<file path="config.mk">
export PLATFORM = sky130hd
export DESIGN_NAME = io_slot_scheduler
export DESIGN_NICKNAME = d
export VERILOG_FILES = /design/src/rtl/io_sched_pkg.sv /design/src/rtl/io_slot_scheduler_rr_pick.sv /design/src/rtl/io_slot_scheduler.sv
export SDC_FILE = /design/constraint.sdc
export NUM_CORES = 1
export LEC_CHECK = 0
export BUFFER_PORTS_ARGS = -buffer_cell sky130_fd_sc_hd__buf_2
export CAP_MARGIN = 40
export CORE_AREA = 2 2 51 53
export CTS_CLUSTER_SIZE = 24
export DETAILED_ROUTE_END_ITERATION = 10
export DIE_AREA = 0 0 53 55
export GPL_TIMING_DRIVEN = 0
export PLACE_DENSITY = 0.82
export SETUP_SLACK_MARGIN = 0.4
export SYNTH_ARGS = -nofsm -noshare
export SYNTH_HDL_FRONTEND = slang
export SYNTH_SLANG_ARGS = --single-unit
</file>
<file path="constraint.sdc">
create_clock -name clk -period 3.15 [get_ports clk]
set_input_delay 0.7875 -clock clk [delete_from_list [all_inputs] [get_ports clk]]
set_output_delay 0.7875 -clock clk [all_outputs]
set_load 0.02 [all_outputs]
</file>
<file path="src/rtl/io_sched_pkg.sv">
// Shared types and helpers for the io_out slot scheduler.
// SCHED_PREEMPT_EN (consumed by io_slot_scheduler) enables the burst limit.
package io_sched_pkg;

  typedef enum logic [1:0] {
    IDLE  = 2'd0,
    GRANT = 2'd1,
    GAP   = 2'd2
  } sched_state_e;

  localparam logic [7:0] IDLE_VALUE_DEF = 8'h00;

  // Counter width that never collapses to zero bits for tiny ranges.
  function automatic int clog2_safe(input int value);
    return (value <= 2) ? 1 : $clog2(value);
  endfunction

endpackage

</file>
<file path="src/rtl/io_slot_scheduler_rr_pick.sv">
// Combinational round-robin picker: lowest set request at or above rr_ptr,
// wrapping, found by a priority encode over {req, req masked to >= rr_ptr}.
module rr_pick
  import io_sched_pkg::*;
#(
  parameter int NUM_REQ = 4,
  parameter int PW      = clog2_safe(NUM_REQ)
) (
  input  logic [NUM_REQ-1:0] req,
  input  logic [PW-1:0]      rr_ptr,
  output logic               valid,
  output logic [PW-1:0]      winner
);

  logic [NUM_REQ-1:0]   hi_mask_s;
  logic [2*NUM_REQ-1:0] dbl_s;

  // Masked upper copy first so requests at/above the pointer beat wrapped ones.
  always_comb begin
    hi_mask_s = '0;
    for (int i = 0; i < NUM_REQ; i++) begin
      hi_mask_s[i] = (PW'(i) >= rr_ptr);
    end
    dbl_s  = {req, req & hi_mask_s};
    valid  = |req;
    winner = '0;
    for (int i = 2 * NUM_REQ - 1; i >= 0; i--) begin
      winner = dbl_s[i] ? ((i >= NUM_REQ) ? PW'(i - NUM_REQ) : PW'(i)) : winner;
    end
  end

endmodule

</file>
<file path="src/rtl/io_slot_scheduler.sv">
// Round-robin owner of the shared 8-bit io_out bank with idle gaps between owners.
// Define SCHED_PREEMPT_EN to release an owner after MAX_BURST granted cycles.
module io_slot_scheduler
  import io_sched_pkg::*;
#(
  parameter int         NUM_REQ    = 4,
  parameter int         MAX_BURST  = 16,
  parameter int         GAP_CYCLES = 1,
  parameter logic [7:0] IDLE_VALUE = IDLE_VALUE_DEF
) (
  input  logic                 clk,
  input  logic                 rst_n,
  input  logic [NUM_REQ-1:0]   req,
  input  logic [8*NUM_REQ-1:0] req_data,
  output logic [NUM_REQ-1:0]   grant,
  output logic [2:0]           grant_id,
  output logic                 busy,
  output logic [7:0]           io_out
);

  localparam int PW = clog2_safe(NUM_REQ);
  localparam int BW = $clog2(MAX_BURST + 1);
  localparam int GW = clog2_safe(GAP_CYCLES + 1);

  sched_state_e       state_q, state_d;
  logic [NUM_REQ-1:0] grant_q, grant_d;
  logic [2:0]         grant_id_q, grant_id_d;
  logic               busy_q, busy_d;
  logic [7:0]         io_out_q, io_out_d;
  logic [PW-1:0]      rr_ptr_q, rr_ptr_d;
  logic [BW-1:0]      burst_cnt_q, burst_cnt_d;
  logic [GW-1:0]      gap_cnt_q, gap_cnt_d;

  logic               pick_valid_s;
  logic [PW-1:0]      pick_winner_s;
  logic               own_req_s;
  logic [7:0]         own_data_s;
  logic               release_s;
  logic [PW-1:0]      owner_s;

  rr_pick #(
    .NUM_REQ (NUM_REQ),
    .PW      (PW)
  ) u_rr_pick (
    .req    (req),
    .rr_ptr (rr_ptr_q),
    .valid  (pick_valid_s),
    .winner (pick_winner_s)
  );

  // Owner's request and data, selected through the one-hot grant.
  always_comb begin
    own_req_s  = |(req & grant_q);
    own_data_s = 8'h00;
    for (int i = 0; i < NUM_REQ; i++) begin
      own_data_s = own_data_s | (req_data[8*i +: 8] & {8{grant_q[i]}});
    end
    owner_s = grant_id_q[PW-1:0];
`ifdef SCHED_PREEMPT_EN
    release_s = !own_req_s || (burst_cnt_q == BW'(MAX_BURST));
`else
    release_s = !own_req_s;
`endif
  end

  // Next-state and registered-output logic for the IDLE/GRANT/GAP FSM.
  always_comb begin
    state_d     = state_q;
    grant_d     = grant_q;
    grant_id_d  = grant_id_q;
    busy_d      = busy_q;
    io_out_d    = io_out_q;
    rr_ptr_d    = rr_ptr_q;
    burst_cnt_d = burst_cnt_q;
    gap_cnt_d   = gap_cnt_q;
    case (state_q)
      IDLE: begin
        if (pick_valid_s) begin
          state_d                = GRANT;
          grant_d                = '0;
          grant_d[pick_winner_s] = 1'b1;
          grant_id_d             = 3'(pick_winner_s);
          busy_d                 = 1'b1;
          burst_cnt_d            = BW'(1);
        end else begin
          io_out_d = IDLE_VALUE;
        end
      end
      GRANT: begin
        if (release_s) begin
          state_d   = GAP;
          grant_d   = '0;
          busy_d    = 1'b0;
          io_out_d  = IDLE_VALUE;
          rr_ptr_d  = (owner_s == PW'(NUM_REQ - 1)) ? '0 : owner_s + PW'(1);
          gap_cnt_d = GW'(GAP_CYCLES);
        end else begin
          io_out_d    = own_data_s;
          // Saturating: the count only matters when the burst limit is built in.
          burst_cnt_d = (burst_cnt_q == {BW{1'b1}}) ? burst_cnt_q : burst_cnt_q + BW'(1);
        end
      end
      GAP: begin
        io_out_d = IDLE_VALUE;
        if (gap_cnt_q <= GW'(1)) begin
          state_d   = IDLE;
          gap_cnt_d = '0;
        end else begin
          gap_cnt_d = gap_cnt_q - GW'(1);
        end
      end
      default: begin
        state_d  = IDLE;
        grant_d  = '0;
        busy_d   = 1'b0;
        io_out_d = IDLE_VALUE;
      end
    endcase
  end

  // State and output registers; reset drives io_out to the idle value without a clock.
  always_ff @(posedge clk or negedge rst_n) begin
    if (!rst_n) begin
      state_q     <= IDLE;
      grant_q     <= '0;
      grant_id_q  <= 3'd0;
      busy_q      <= 1'b0;
      io_out_q    <= IDLE_VALUE;
      rr_ptr_q    <= '0;
      burst_cnt_q <= '0;
      gap_cnt_q   <= '0;
    end else begin
      state_q     <= state_d;
      grant_q     <= grant_d;
      grant_id_q  <= grant_id_d;
      busy_q      <= busy_d;
      io_out_q    <= io_out_d;
      rr_ptr_q    <= rr_ptr_d;
      burst_cnt_q <= burst_cnt_d;
      gap_cnt_q   <= gap_cnt_d;
    end
  end

  assign grant    = grant_q;
  assign grant_id = grant_id_q;
  assign busy     = busy_q;
  assign io_out   = io_out_q;

endmodule

</file>
==> results_dict.tcl, run 1 <==
set metrics [dict create \
    status "finished, final reports clean" \
    max_freq_mhz 566 \
    reg2reg_depth 5 \
    hpwl_mm 2.08 \
    start_kind "input pin" \
    critPathCaptureType "flip-flop" \
    yosys-top-cells-count "19 x dfrtp_1, 10 x nor2_1, 9 x a22o_1, 8 x a211oi_2, 8 x a221oi_1" \
    nNetsFinal 195 \
    slew_violations 0 \
    cts_buffer_depth 2 \
    synth_area_per_cell_um2 11.2 \
    dieArea_um2 2920 \
    vias 1045 \
    synth_most_common_cell "dfrtp_1" \
    drt_pre_antenna_iters 4 \
    finalSetupViolations 0 \
    worst_clock_skew_ps 1.19 \
    initial_utilization 0.470 \
    setup_tns_ps 0 \
    crit_required_ps 3380 \
    synth_cells 99 \
    cp_cell_sequence "buf_2, nor4_1, or3_1, buf_4, nor2_1, a211oi_2" \
    diodes 0 \
    h-tree-depth 1 \
    syn_nets 138 \
    power_mw 1.44 \
    crit_type "in -> reg" \
    post-route-period-util 0.561 \
    rr_endpoint "rr_ptr_q[1]" \
    crit_end "io_out[5]" \
    die_w_um 53 \
    synth-seq-area-share 0.428 \
    grt_max_degree 20 \
    cp_max_fo 10 \
    drc 0 \
    cp-startpoint "req[2]" \
    cp_num_cells 6 \
    ys.warnings.count 0 \
    grt_pass1_wl_mm 3.93 \
    cts-root-buf "clkbuf_4" \
    ant_nets 0 \
    rr_startpoint "grant[1]" \
    antenna_found_initial 0 \
    synthTopCellsByArea "dfrtp_1 43%, a211oi_2 9.0%, a22o_1 7.1%" \
    ios 54 \
    cts.clk_slew.worst_paths_ps 110 \
    p_leak_nw 0.746 \
    port-buffer-count 52 \
    final-hold-violation-count 0 \
    fillers 209 \
    synth_area_um2 1110 \
    synth.distinct_cells 34 \
    core_area_um2 2360 \
    cts-hold-fix-buffers 0 \
    synthFlopType "dfrtp_1" \
    drive_gt1_frac 0.523 \
    crit_slowest_cell "nor4_1" \
    max_stage_delay_ps 390 \
    drtIter0Drc 16 \
    synth_top_area_share 0.428 \
    worst-path-buf-inv 2 \
    synth_top_cell_by_area "dfrtp_1" \
    wl_per_cell_um 14.4 \
    crit_arrival_ps 2000 \
    cts_tree "done" \
    relSlewSlack 0.617 \
    async_reset_ff_frac 1.00 \
    cp_top_family "simple AND/OR/NAND/NOR gates" \
    first_global_vias 910 \
    drv_cap 0 \
    cts_buffers 3 \
    clkSinkCount 19 \
    routabilityCongestion 0.744 \
    post-cts-setup-buffers 0 \
    cts_resized 0 \
    grt_setup_unrepaired "no" \
    track_usage 0.191 \
    cellPowerDensity_nw_per_um2 1000 \
    area_delta_synth_final_pct 29.3 \
    routed_wirelength_mm 2.67 \
    ys_seq_elements 19 \
    grt-ovfl-total 0 \
    period_minus_slack_ps 1770 \
    clock_latency_ps 300 \
    hold_path_class "in -> async" \
    vdd.ir_drop.worst_mv 0.540 \
    tightest_slew_ps 570 \
    ff2ff_setup_slack_ps 1540 \
    synth_edf_count 0 \
    rows 18 \
    viasPerCell 5.65 \
    die_h_um 55 \
]
-- report_power, final --
| group | total [mW] | internal [mW] | switching (mW) |
|---|---|---|---|
| logic | 0.900 | 0.396 | 0.505 |
| registers | 0.411 | 0.346 | 0.0654 |
| clock network | 0.126 | 0.0474 | 0.0789 |
-- cell usage in the layout, fill, tap and decap left out, types with 3 or more instances in the layout --
| cell type | count |
|---|---|
| clkbuf_4 | 3 |
| inv_1 | 5 |
| a22o_1 | 9 |
| a211oi_2 | 8 |
| dfrtp_1 | 19 |
| nor2_1 | 10 |
| buf_4 | 5 |
| a221oi_1 | 8 |
| buf_2 | 54 |
-- flip-flops by register name, summed over array words and instances, names as in the netlist --
register and count:
io_out 8, grant 4, busy 1, rr_ptr_q 2, grant_id 2, state_q 2
-- stage by stage --
step | setup WS, ps | instance area, µm² | std cells | hold slack (ps) | utilization
final | 1380 | 1440 | 185 | 396 | 0.607
after detailed placement | 1060 | 1410 | 181 | 477 | 0.596
after global routing | 1240 | 1440 | 185 | 408 | 0.607
after CTS | 1380 | 1440 | 185 | 404 | 0.607
after floorplan | 1350 | 1110 | 99 | 492 | -
after global placement | 1080 | 1410 | 181 | 474 | 0.596
-- layer usage --
| layer | GRT usage | wire length (µm) |
|---|---|---|
| met3 | 0.0161 | 139 |
| met4 | 0.0983 | 37 |
| met2 | 0.342 | 1400 |
| met5 | 0 | 0 |
| met1 | 0.231 | 1100 |
-- cell type report --
cell class,instances,area [µm²],share of cell area
buffer,8,58.8,0.0409
multi-input combinational,67,558,0.389
inverter,5,18.8,0.0131
clock buffer,3,22.5,0.0157
timing repair buffer,52,260,0.181
clock inverter,1,5.00,0.00348
sequential,19,475,0.331
tap,30,37.5,0.0261
-- how the worst min path moves through the flow --
| stage | start | end | slack, ps | cells past startpoint |
|---|---|---|---|---|
| after floorplan | rst_n | busy | 490 | 0 |
| after global placement | busy | busy | 470 | 1 |
| after detailed placement | busy | busy | 480 | 1 |
| after CTS | rst_n | io_out[1] | 400 | 1 |
| after global routing | rst_n | io_out[1] | 410 | 1 |
| final | rst_n | busy | 400 | 1 |
-- cells by family (layout without fill, tap and decap cells) --
family / after synthesis / after routing / share of synthesized area
AOI/OAI and AO/OA: 43 / 43 / 0.374
and+or+nand+nor: 20 / 20 / 0.0935
DFF: 19 / 19 / 0.428
buffers and inverters: 13 / 69 / 0.0698
muxes: 2 / 2 / 0.0203
adders and majority gates: 1 / 1 / 0.0113
other: 1 / 1 / 0.00338
No activity file was read; power rests on OpenSTA's default activity.
==> inputs of run 2 (changes only) <==
CORE_AREA = 2 2 53 55   (was 2 2 51 53)
DIE_AREA = 0 0 55 57   (was 0 0 53 55)
PLACE_DENSITY = 0.76   (was 0.82)
clock period = 1.71 ns   (was 3.15 ns; I/O delays follow)
==> run 2 against run 1 <==
Effect of this change: non-clock buffer count rose by 7; critical path depth fell by 1; sequential cell count did not move; sequential share of layout area fell by 3.0 points; combinational power rose by 120%; count of clock-buffer cells in the layout rose by 1; worst hold slack got worse by 340 ps; cell area rose by 11%; routed wire length rose by 7.7%; core utilization barely moved; clock power rose by 71%; total power rose by 110%; critical endpoint is now rr_ptr_q[1]; largest cell class unchanged; largest power group unchanged.
==> results_dict.tcl, run 2 (synthesis results as in run 1) <==
set metrics [dict create \
    status "finished, final reports clean" \
    initial_utilization 0.425 \
    wl_per_cell_um 14.9 \
    start_kind "flip-flop" \
    slew_violations 0 \
    cellPowerDensity_nw_per_um2 1880 \
    final_common_cell "buf_2" \
    cts.clk_slew.worst_paths_ps 100 \
    vias 1070 \
    final-hold-violation-count 0 \
    max_freq_mhz 629 \
    port-buffer-count 52 \
    cts_tree "done" \
    period_minus_slack_ps 1590 \
    area_delta_synth_final_pct 43.0 \
    largest_register_ffs 8 \
    grt-ovfl-total 0 \
    hpwl_mm 2.11 \
    grt-busiest-layer "met2" \
    antenna_found_initial 0 \
    crit_arrival_ps 1770 \
    crit_type "reg -> reg" \
    cp_cell_sequence "buf_6, a22o_4, a221oi_4, nand3b_4, mux2_2" \
    setup_tns_ps 0 \
    rows 19 \
    nNetsFinal 202 \
    drtIter0Drc 17 \
    drv_cap 0 \
    cp_top_family "compound AO/OA/AOI/OAI gates" \
    viasPerCell 5.54 \
    drt_pre_antenna_iters 4 \
    clock_latency_ps 290 \
    worst_clock_skew_ps 4.67 \
    hold_path_class "in -> async" \
    grt_pass1_wl_mm 4.29 \
    diodes 0 \
    vdd.ir_drop.worst_mv 1.17 \
    max_stage_delay_ps 410 \
    cts_buffer_depth 2 \
    post-place-ws_ps 52.6 \
    track_usage 0.186 \
    grt_max_degree 20 \
    routabilityCongestion 0.733 \
    clkSinkCount 19 \
    cts_buffers 3 \
    cts-hold-fix-buffers 0 \
    cts-root-buf "clkbuf_4" \
    ant_nets 0 \
    post-route-period-util 0.930 \
    die_w_um 55 \
    h-tree-depth 1 \
    grt_setup_unrepaired "yes" \
    layout_common_cells "50 x buf_2, 17 x dfrtp_1, 10 x nor2_1" \
    core_area_um2 2620 \
    routed_wirelength_mm 2.88 \
    worst-path-buf-inv 1 \
    critPathCaptureType "flip-flop" \
    dieArea_um2 3140 \
    cp_max_fo 3 \
    p_leak_nw 0.801 \
    ios 54 \
    drive_gt1_frac 0.580 \
    layout_setup_ws_ps 119 \
    grt_util_met1 0.218 \
    use_met2 0.325 \
    crit_slowest_cell "dfrtp_2" \
    finalSetupViolations 0 \
    drc 0 \
    first_global_vias 1004 \
    crit_required_ps 1890 \
    die_h_um 57 \
    use_met3 0.0602 \
]
==> run 2: changes by cell type in the layout (fill, tap and decap cells not counted), moves of 2 or more <==
| cell | change |
|---|---|
| buf_2 | -4 |
| buf_4 | +4 |
| buf_6 | +6 |
| dfrtp_1 | -2 |
| dfrtp_2 | +2 |
==> run 2: area by class of cell <==
cell class / count / area [µm²]
Buffer: 8 / 80.1
Clock buffer: 4 / 26.3
Fill cell: 219 / 1030
Inverter: 5 / 18.8
Multi-Input combinational cell: 67 / 616
Sequential cell: 19 / 478
Tap cell: 31 / 38.8
Timing Repair Buffer: 59 / 332
==> run 2: metrics by stage <==
stage / total power, mW / util / cells / hold slack (ps) / area [µm²]
after detailed placement: 2.51 / 0.547 / 182 / 390 / 1430
after global placement: 2.44 / 0.547 / 182 / 381 / 1430
final: 2.98 / 0.608 / 193 / 55.4 / 1590
after floorplan: 2.07 / - / 99 / 132 / 1130
after global routing: 3.19 / 0.608 / 193 / 70.8 / 1590
after CTS: 2.86 / 0.576 / 189 / 65.1 / 1510
==> run 2: final timing paths <==
kind                            startpoint          end  slack (ps)  depth (start not counted)
min in group clk                      busy         busy         500                          1
worst max-delay path              grant[0]  rr_ptr_q[1]         120                          5
worst min register to register        busy         busy         500                          1
max in group asynchronous            rst_n     grant[0]        1340                          1
worst min-delay path                 rst_n    io_out[5]          60                          1
worst max register to register    grant[0]  rr_ptr_q[1]         120                          5
==> run 2: worst reg2reg max path: stages (launching register included) <==
cell,delay (ps)
dfrtp_2,410
buf_6,120
a22o_4,250
a221oi_4,280
nand3b_4,140
mux2_2,290
==> run 2: per-layer routing <==
layer,vias up,part of all wire,wire [µm]
li1,511,-,-
met5,-,0,0
met1,525,0.42,1200
met4,0,0.0090,26
met3,4,0.045,130
met2,30,0.53,1520
==> run 2: repair_timing <==
| item | CTS | global route |
|---|---|---|
| resized for setup | 6 | 11 |
| pin swaps | 1 | 1 |
| gates cloned | 0 | 0 |
| endpoints found under the setup margin | 20 | 25 |
| setup buffers | 3 | 4 |
==> run 2: power breakdown <==
part	total, mW	switching (mW)	internal [mW]
combinational	2.00	1.04	0.960
sequential	0.766	0.125	0.642
clock	0.215	0.124	0.0907
total	2.98	1.29	1.69
==> inputs of run 3 (changes only) <==
ABC_AREA = 1   (was default)
PLACE_DENSITY = 0.78   (was 0.76)
==> run 3 against run 2 <==
Effect of this change: register-to-register slack better by 360 ps; largest cell class unchanged; routed wire length rose by 3.1%; synthesized cell count up 63%; total power fell by 8.5%; final cell count is 32% higher; cell area grew 3.2%; sequential cell count stayed put; via count increased by 15%; critical path type is now reg -> out; count of clock-buffer cells in the layout unchanged; global-route usage is 2.5 points higher; die area unchanged; first-iteration DRC count rose by 53%.
==> results_dict.tcl, run 3 <==
set metrics [dict create \
    routed_wirelength_mm 2.97 \
    cellPowerDensity_nw_per_um2 1670 \
    met2_length_mm 1.47 \
    rows 19 \
    track_usage 0.210 \
    synthTopCellsByArea "dfrtp_1 41%, nand2_1 28%, buf_6 5.9%" \
    ys.warnings.count 0 \
    viasPerCell 4.81 \
    final_area_um2 1640 \
    initial_utilization 0.439 \
    wl_per_cell_um 11.6 \
    max_freq_mhz 766 \
    area_delta_synth_final_pct 42.8 \
    yosys.area_share.xor_xnor 0 \
    cts-hold-fix-buffers 0 \
    synth_most_common_cell "nand2_1" \
    drt_pre_antenna_iters 4 \
    start_kind "flip-flop" \
    synth.distinct_cells 18 \
    cts.clk_slew.worst_paths_ps 110 \
    clkSinkCount 19 \
    placed_cell_area_um2 1450 \
    synth-seq-area-share 0.414 \
    p_leak_nw 0.930 \
    wl_met1_mm 1.34 \
    synthFlopType "dfrtp_1" \
    port-buffer-count 52 \
    layout_common_cells "83 x nand2_1, 42 x buf_2, 19 x dfrtp_1" \
    largest_register_ffs 8 \
    core_area_um2 2620 \
    cp_top_family "flip-flops" \
    post-route-period-util 0.763 \
    reg2reg_depth 8 \
    grt-ovfl-total 0 \
    crit_type "reg -> out" \
    cp_cell_sequence "buf_6" \
    cp_max_fo 2 \
    ys_seq_elements 19 \
    cp-startpoint "grant[2]" \
    cts_tree "done" \
    routabilityCongestion 0.804 \
    crit_required_ps 1280 \
    vias 1227 \
    status "finished, final reports clean" \
    rr_endpoint "rr_ptr_q[1]" \
    die_w_um 55 \
    cts_buffers 3 \
    muxShareOfSynthArea 0 \
    final_common_cell "nand2_1" \
    route.met3.wl_um 142 \
    crit_slowest_cell "dfrtp_1" \
    synth_top_family_by_area "simple AND/OR/NAND/NOR gates" \
    finalSetupViolations 0 \
    first_global_vias 1073 \
    synth_area_um2 1150 \
    cts-root-buf "clkbuf_4" \
    antenna_found_initial 0 \
    critPathCaptureType "output pin" \
    h-tree-depth 1 \
    synthAdderAreaFrac 0.0109 \
    setup_tns_ps 0 \
    grt_pass1_wl_mm 4.82 \
    ant_nets 0 \
    synth_edf_count 0 \
    async_reset_ff_frac 1.00 \
    ff2ff_setup_slack_ps 480 \
    grt_setup_unrepaired "yes" \
    drtIter0Drc 26 \
    final-hold-violation-count 0 \
    ios 54 \
    synthSimpleGateAreaFrac 0.438 \
    synth_top_cell_by_area "dfrtp_1" \
    clock_latency_ps 290 \
    final_cells 255 \
    drv_cap 0 \
    grt_max_degree 20 \
    yosys-top-cells-count "86 x nand2_1, 19 x dfrtp_1, 10 x nand3_1, 9 x nand4_1, 6 x buf_6" \
    nNetsFinal 264 \
    period_minus_slack_ps 1310 \
    vdd.ir_drop.worst_mv 1.11 \
    worst-path-buf-inv 1 \
    worst_clock_skew_ps 2.61 \
    rr_startpoint "grant[3]" \
    drc 0 \
    dp_cells 244 \
    dieArea_um2 3140 \
    max_stage_delay_ps 430 \
    synth_top_area_share 0.414 \
    diodes 0 \
    syn_nets 200 \
    crit_arrival_ps 880 \
    hold_path_class "in -> async" \
    synth_area_per_cell_um2 7.13 \
    die_h_um 57 \
    slew_violations 0 \
    cts_buffer_depth 2 \
    dr.max_layer_used "met4" \
    drive_gt1_frac 0.397 \
    synth_compound_area_frac 0.0359 \
    synth_cells 161 \
    hpwl_mm 2.20 \
]
[run 3: cell types whose count changed after synthesis, moves of 6 or more]
cell | previous run | this run
nand3_1 | 0 | 10
nand2_1 | 2 | 86
a22o_1 | 9 | 0
nor2_1 | 10 | 4
a211oi_2 | 8 | 0
a221oi_1 | 8 | 0
nand4_1 | 0 | 9
[run 3: routing by layer]
layer | up-vias | GRT usage
li1 | 635 | -
met1 | 555 | 0.294
met2 | 35 | 0.337
met3 | 2 | 0.0524
met4 | 0 | 0.0314
met5 | - | 0
[run 3: through the flow]
stage	hold WS (ps)	total power, mW	setup WS [ps]	util
final	54.8	2.73	404	0.627
after global routing	66.9	2.96	363	0.627
after CTS	63.2	2.42	405	0.569
after detailed placement	394	2.16	435	0.554
after global placement	386	2.14	423	0.554
after floorplan	132	1.75	484	-
[run 3: kinds of logic (layout without fill, tap and decap cells)]
logic type,after synthesis,count (layout)
simple gates,117,117
flops,19,19
other cells,1,1
fa+ha+maj,1,1
buf+inv,17,80
compound gates,6,6
[run 3: worst max-delay path by stage]
stage,to,depth (start not counted),slack [ps]
final,grant[2],1,400
after global routing,grant[2],1,360
after CTS,grant_id[1],1,400
after detailed placement,grant[3],6,440
after global placement,grant[3],6,420
after floorplan,rr_ptr_q[0],8,480
[run 3: power by group]
group	internal (mW)	switching [mW]	total, mW
sequential	0.616	0.121	0.737
clock	0.0908	0.137	0.228
combinational	0.780	0.988	1.77
[run 3: layout make-up]
cell class | instances | area, µm²
fill | 254 | 975
tap | 31 | 38.8
timing repair buffer | 59 | 393
sequential | 19 | 475
clock buffer | 4 | 26.3
buffer | 7 | 78.8
multi-input combinational | 125 | 591
inverter | 10 | 37.5
[run 3: timing repair]
action	4_1_cts	5_1_grt
pin swaps	0	1
setup buffers	1	5
setup endpoints to repair	2	24
gates resized for setup	2	27
cloned	0	1
